[config.mk]
export PLATFORM = sky130hd
export DESIGN_NAME = ccd_capture_ctrl
export DESIGN_NICKNAME = d
export VERILOG_FILES = /design/src/rtl/ccd_ctrl_pkg.sv /design/src/rtl/ccd_fval_edge.sv /design/src/rtl/ccd_capture_ctrl.sv
export SDC_FILE = /design/constraint.sdc
export NUM_CORES = 1
export LEC_CHECK = 0
export CORE_MARGIN = 2
export CORE_UTILIZATION = 53
export DETAILED_ROUTE_END_ITERATION = 8
export PLACE_DENSITY = 0.76
export SLEW_MARGIN = 40
export SYNTH_ARGS = -nofsm -noshare
export SYNTH_HDL_FRONTEND = slang
export SYNTH_SLANG_ARGS = --single-unit
[constraint.sdc]
create_clock -name iCLK -period 2.7 [get_ports iCLK]
set_input_delay 0.81 -clock iCLK [delete_from_list [all_inputs] [get_ports iCLK]]
set_output_delay 0.81 -clock iCLK [all_outputs]
set_load 0.02 [all_outputs]
[src/rtl/ccd_ctrl_pkg.sv]
// Shared encodings and widths for the CCD capture controller.
package ccd_ctrl_pkg;

    localparam int unsigned TIMEOUT_CYC_DEF = 5_000_000;
    localparam int unsigned FRAME_W         = 16;
    localparam int unsigned ERR_W           = 8;
    localparam int unsigned STATE_W         = 3;

    typedef enum logic [STATE_W-1:0] {
        ST_IDLE    = 3'd0,
        ST_ARM     = 3'd1,
        ST_CAPTURE = 3'd2,
        ST_STOP    = 3'd3,
        ST_FAULT   = 3'd4
    } state_t;

    // States in which a capture session is in progress and the watchdog runs.
    function automatic logic is_busy(state_t s);
        return (s == ST_ARM) || (s == ST_CAPTURE) || (s == ST_STOP);
    endfunction

endpackage

[src/rtl/ccd_fval_edge.sv]
// Registers the sensor frame-valid and flags its rising and falling edges.
module ccd_fval_edge (
    input  logic clk,
    input  logic rst,
    input  logic fval,
    output logic rise_c,
    output logic fall_c
);

    logic fval_d;

    always_ff @(posedge clk) begin
        if (rst) begin
            fval_d <= 1'b0;
        end else begin
            fval_d <= fval;
        end
    end

    assign rise_c = fval & ~fval_d;
    assign fall_c = ~fval & fval_d;

endmodule

[src/rtl/ccd_capture_ctrl.sv]
// CCD capture sequencer: continuous or burst capture gated on frame boundaries,
// with a frame-valid watchdog and a saturating capture-error counter.
module ccd_capture_ctrl
    import ccd_ctrl_pkg::*;
#(
    parameter int unsigned TIMEOUT_CYC = TIMEOUT_CYC_DEF,
    parameter int unsigned NUM_W       = 8
) (
    input  logic               iCLK,
    input  logic               iRST,
    input  logic               iRUN,
    input  logic               iSNAP,
    input  logic [NUM_W-1:0]   iNUM_FRAMES,
    input  logic               iABORT,
    input  logic               iCLR,
    input  logic               iFVAL,
    input  logic               iCAP_ERR,
    output logic               oEND,
    output logic               oBUSY,
    output logic               oDONE,
    output logic               oTIMEOUT,
    output logic [FRAME_W-1:0] oFRAME_CNT,
    output logic [ERR_W-1:0]   oERR_CNT,
    output logic [STATE_W-1:0] oSTATE
);

    localparam int unsigned WD_W = $clog2(TIMEOUT_CYC + 1);

    state_t            state;
    state_t            next_state;
    logic              single;
    logic [NUM_W-1:0]  target;
    logic [WD_W-1:0]   wd;
    logic              rise;
    logic              fall;
    logic              fval_edge;
    logic              wd_expired;
    logic              last_frame;

    logic              arm_single;
    logic              arm_cont;
    logic              burst_done;
    logic              timeout_hit;
    logic              fault_clr;

    ccd_fval_edge u_fval_edge (
        .clk    (iCLK),
        .rst    (iRST),
        .fval   (iFVAL),
        .rise_c (rise),
        .fall_c (fall)
    );

    assign fval_edge  = rise | fall;
    // An edge in the same cycle restarts the watchdog, so it cannot also expire.
    assign wd_expired = (wd == WD_W'(TIMEOUT_CYC - 1)) && !fval_edge;
    assign last_frame = (oFRAME_CNT == FRAME_W'(target));
    assign oSTATE     = state;

    // Next-state and per-cycle event decode; abort outranks every other event.
    always_comb begin
        next_state  = state;
        arm_single  = 1'b0;
        arm_cont    = 1'b0;
        burst_done  = 1'b0;
        timeout_hit = 1'b0;
        fault_clr   = 1'b0;
        case (state)
            ST_IDLE: begin
                if (iSNAP && (iNUM_FRAMES != '0)) begin
                    next_state = ST_ARM;
                    arm_single = 1'b1;
                end else if (iRUN) begin
                    next_state = ST_ARM;
                    arm_cont   = 1'b1;
                end
            end
            ST_ARM: begin
                if (iABORT) begin
                    next_state = ST_IDLE;
                end else if (wd_expired) begin
                    next_state  = ST_FAULT;
                    timeout_hit = 1'b1;
                end else if (!iFVAL) begin
                    next_state = ST_CAPTURE;
                end
            end
            ST_CAPTURE: begin
                if (iABORT) begin
                    next_state = ST_IDLE;
                end else if (wd_expired) begin
                    next_state  = ST_FAULT;
                    timeout_hit = 1'b1;
                end else if (single && fall && last_frame) begin
                    next_state = ST_IDLE;
                    burst_done = 1'b1;
                end else if (!single && !iRUN) begin
                    next_state = ST_STOP;
                end
            end
            ST_STOP: begin
                if (iABORT) begin
                    next_state = ST_IDLE;
                end else if (wd_expired) begin
                    next_state  = ST_FAULT;
                    timeout_hit = 1'b1;
                end else if (!iFVAL) begin
                    next_state = ST_IDLE;
                end
            end
            ST_FAULT: begin
                if (iCLR) begin
                    next_state = ST_IDLE;
                    fault_clr  = 1'b1;
                end
            end
            default: begin
                next_state = ST_IDLE;
            end
        endcase
    end

    always_ff @(posedge iCLK) begin
        if (iRST) begin
            state      <= ST_IDLE;
            oEND       <= 1'b1;
            oBUSY      <= 1'b0;
            oDONE      <= 1'b0;
            oTIMEOUT   <= 1'b0;
            oFRAME_CNT <= '0;
            single     <= 1'b0;
            target     <= '0;
            wd         <= '0;
        end else begin
            state <= next_state;
            oEND  <= !((next_state == ST_CAPTURE) || (next_state == ST_STOP));
            oBUSY <= is_busy(next_state);
            oDONE <= burst_done;

            if (timeout_hit) begin
                oTIMEOUT <= 1'b1;
            end else if (fault_clr) begin
                oTIMEOUT <= 1'b0;
            end

            if (arm_single || arm_cont) begin
                oFRAME_CNT <= '0;
                single     <= arm_single;
            end else if ((state == ST_CAPTURE) && rise) begin
                oFRAME_CNT <= oFRAME_CNT + FRAME_W'(1);
            end

            if (arm_single) begin
                target <= iNUM_FRAMES;
            end

            if ((next_state != state) || fval_edge || !is_busy(state)) begin
                wd <= '0;
            end else begin
                wd <= wd + WD_W'(1);
            end
        end
    end

    // Error counter saturates; a clear wins over a same-cycle error.
    always_ff @(posedge iCLK) begin
        if (iRST || iCLR) begin
            oERR_CNT <= '0;
        end else if (iCAP_ERR && (oERR_CNT != '1)) begin
            oERR_CNT <= oERR_CNT + ERR_W'(1);
        end
    end

endmodule

==> flow_summary.toml, run 1 <==
[drt]
first_pass_iters = 4
drt.antenna.violating_nets = 0
drc_errors = 0
vias_per_cell = 5.32
number_of_violations_reported_at_the_end_of_detailed_routing_iteration_0 = 97
detail_route.wirelength_um = 6250
via_count = 2508
drt-wirelength-per-cell_um = 13.3

[outcome]
status = "finished clean"

[floorplanning]
die_w_um = 78.6
rows = 27
floorplan_core_area_um2 = 5440
floorplan.io_pins = 47
effective_utilization_at_floorplan = 0.542
die_h_um = 78.6
die-area_um2 = 6170

[placed_design]
globalplace.congestion = 0.837
place.detailed.hpwl_um = 4570
place_inst = 456
placement.cell_area_um2 = 3510
io_buffers = 46
preCtsSetupSlack_ns = -0.0909

[pwr]
power_density_nw_per_um2 = 520
tot_pwr_mw = 1.92
ir_worst_vdd_v = 0.000351
p_leak_nw = 1.27

[timing]
maxSlewHeadroom = 0.663
smallest_hold_slack_ns = 0.464
fmax_mhz = 408
rsz0062_at_grt = "no"
final_setup_fails = 0
finClkSkew_ns = 0.0102
timing_max_transition_violations_final = 0
timing.final.hold_violations = 0
worst_slew_pin_slew_ns = 0.502
min_period_over_period = 0.908
final_worst_slack_ns = 0.250
setup_total_negative_slack_ns = 0
min_period_ns = 2.45

[grt]
grt_remaining_overflow = 0
via_count_of_the_first_global_routing_pass = 2503
antenna_found_initial = 0
grt_max_degree = 24
grt_pass1_wl_um = 10900
grt_use_total = 0.227

[synthesis]
number_of_flops_mapped_to_enable_cells_by_yosys = 0
syn_area_per_cell_um2 = 8.72
yosys.cell_types.count = 43
syn_area_um2 = 2950
ys_seq_area_frac = 0.435
synth-seq-cells = 64
synth.net_count = 359
synthCells = 338
ys_warn_count = 0
dominantRegCellSynth = "dfxtp_1"
async_reset_ff_frac = 0

[clock_network]
ctsRootBufferMaster = "clkbuf_8"
holdBufCountCts = 0
clk_slew_on_worst_s_h_paths_ns = 0.07
tritoncts_clock_tree = "done"
clk_path_buf_depth = 2
clock_latency_ns = 0.34
cts_resized = 0
cts_inserted_buffers = 9
cts_sinks = 64
cts_setup_buffers = 0
h-tree-depth = 3

[min_path]
holdPathEnd = "wd[0]$_SDFF_PP0_"
hold_path_class = "reg2reg"
worst_hold_startpoint = "wd[0]$_SDFF_PP0_"
whs_path_depth = 1

[final_layout]
finish.cell_count_without_fillers = 471
multi_input_area_um2 = 1570
postLayoutCoreUtil = 0.680
layout.filler_cells = 471
drive_above_1_share = 0.0852
area.sequential_um2 = 1280
area_delta_synth_final_pct = 25.4
final_std_cell_area_no_fill_um2 = 3700
antenna-diode-count = 0
nets = 416

[flow_run]
drv_cap = 0

[worst_setup_path]
r2r_slack_ns = 0.82
rr_startpoint = "wd[0]$_SDFF_PP0_"
timing.reg2reg.worst_path_depth = 6
timing.critical_path.from_type = "primary input"
reg2reg_to = "wd[9]$_SDFF_PP0_"
arrival_ns = 2.67
endpoint_kind = "flip-flop"
cp_data_required_time_ns = 2.92
type_of_the_worst_setup_path = "in2reg"
largest_fanout_of_any_net_on_the_critical_path = 23
## per-layer routing
metal | up-vias | share of wire | GRT usage
li1 | 1271 | - | -
met1 | 1170 | 0.45 | 0.261
met2 | 52 | 0.49 | 0.383
met3 | 15 | 0.039 | 0.0540
met4 | 0 | 0.026 | 0.132
met5 | - | 0 | 0
## critical path, cell delays in order
cell and delay, ns:
clkdlybuf4s50_1 0.53, inv_1 0.08, ha_1 0.29, nor2b_1 0.13
nand4_1 0.19, o31ai_4 0.25, a211o_4 0.28, nor2_1 0.08
## cells in the final DEF, fill, tap and decap left out, types with 2 or more instances in the layout
cell and instances:
dfxtp_1 64, nor2_1 55, clkdlybuf4s50_1 46, nand2_1 31
xnor2_1 25, nand3_1 23, xor2_1 23, a21oi_1 18
nand4_1 14, nor3_1 10, clkbuf_8 10, buf_4 10
inv_1 8, o21ai_0 6, and3_1 6, ha_1 5
nor4_1 4, nor2b_1 4, and4_1 4, nand2b_1 3
or3_1 3, clkinv_2 3, nor4b_1 2, and2_1 2
## synth_stat cells, drive strengths merged (2+ instances only)
library cell | n | area [um2]
dfxtp | 64 | 1280
nor2 | 55 | 206
nand2 | 31 | 116
xnor2 | 25 | 219
nand3 | 23 | 115
xor2 | 23 | 201
a21oi | 18 | 90.1
nand4 | 16 | 121
nor3 | 11 | 60.1
inv | 8 | 30.0
and3 | 6 | 37.5
nor4 | 6 | 58.8
o21ai | 6 | 30.0
buf | 5 | 42.5
clkbuf | 5 | 20.0
ha | 5 | 62.6
and4 | 4 | 35.0
nor2b | 4 | 25.0
nand2b | 3 | 18.8
or3 | 3 | 18.8
and2 | 2 | 12.5
nor4b | 2 | 17.5
o31ai | 2 | 28.8
or2 | 2 | 15.0
## logic make-up after synthesis
kind of cell,after synthesis,share of synthesized area
flip-flops,64,0.435
AND/OR/NAND/NOR,171,0.300
AO/OA/AOI/OAI,31,0.0671
multiplexers,1,0.00340
adder cells (fa/ha/maj),5,0.0212
buffers and inverters,18,0.0314
XOR/XNOR,48,0.143
## where the power goes
group          leakage [nW]  switching, mW  internal (mW)
Sequential            0.518         0.0162          0.961
Clock                0.0989          0.357          0.442
Combinational         0.653         0.0757         0.0695
Total                  1.27          0.449           1.47
## how the worst max path moves through the flow
stage,startpoint,endpoint,slack (ns),cells past startpoint
6_report,iFVAL,wd[9]$_SDFF_PP0_,0.25,8
4_1_cts,iFVAL,wd[9]$_SDFF_PP0_,0.25,8
2_1_floorplan,iFVAL,wd[12]$_SDFF_PP0_,0.58,8
3_5_place_dp,iFVAL,wd[18]$_SDFF_PP0_,-0.09,8
5_1_grt,iFVAL,wd[9]$_SDFF_PP0_,0.12,8
3_3_place_gp,iFVAL,oFRAME_CNT[14]$_SDFFE_PP0P_,-0.006,8
## state kept, by name, summed over array words and instances (netlist names), 3 cells and up
register    flops
oSTATE          3
oFRAME_CNT     16
target          8
wd             23
oERR_CNT        8
## area by class of cell
type                            count  share of cell area
Clock buffer                       11              0.0382
Clock inverter                      4              0.0122
Inverter                            8             0.00812
Multi-Input combinational cell    256               0.426
Sequential cell                    64               0.347
Tap cell                           72              0.0244
Timing Repair Buffer               56               0.145
Note: power is estimated with default switching activity, not from simulation.
==> inputs of run 2 (changes only) <==
--- a/config.mk
+++ b/config.mk
@@ -5,6 +5,7 @@
 export SDC_FILE = /design/constraint.sdc
 export NUM_CORES = 1
 export LEC_CHECK = 0
+export CAP_MARGIN = 15
 export CORE_MARGIN = 2
 export CORE_UTILIZATION = 53
 export DETAILED_ROUTE_END_ITERATION = 8
==> results of run 2 <==
The final DEF is identical to that of run 1; final timing and power are the same.
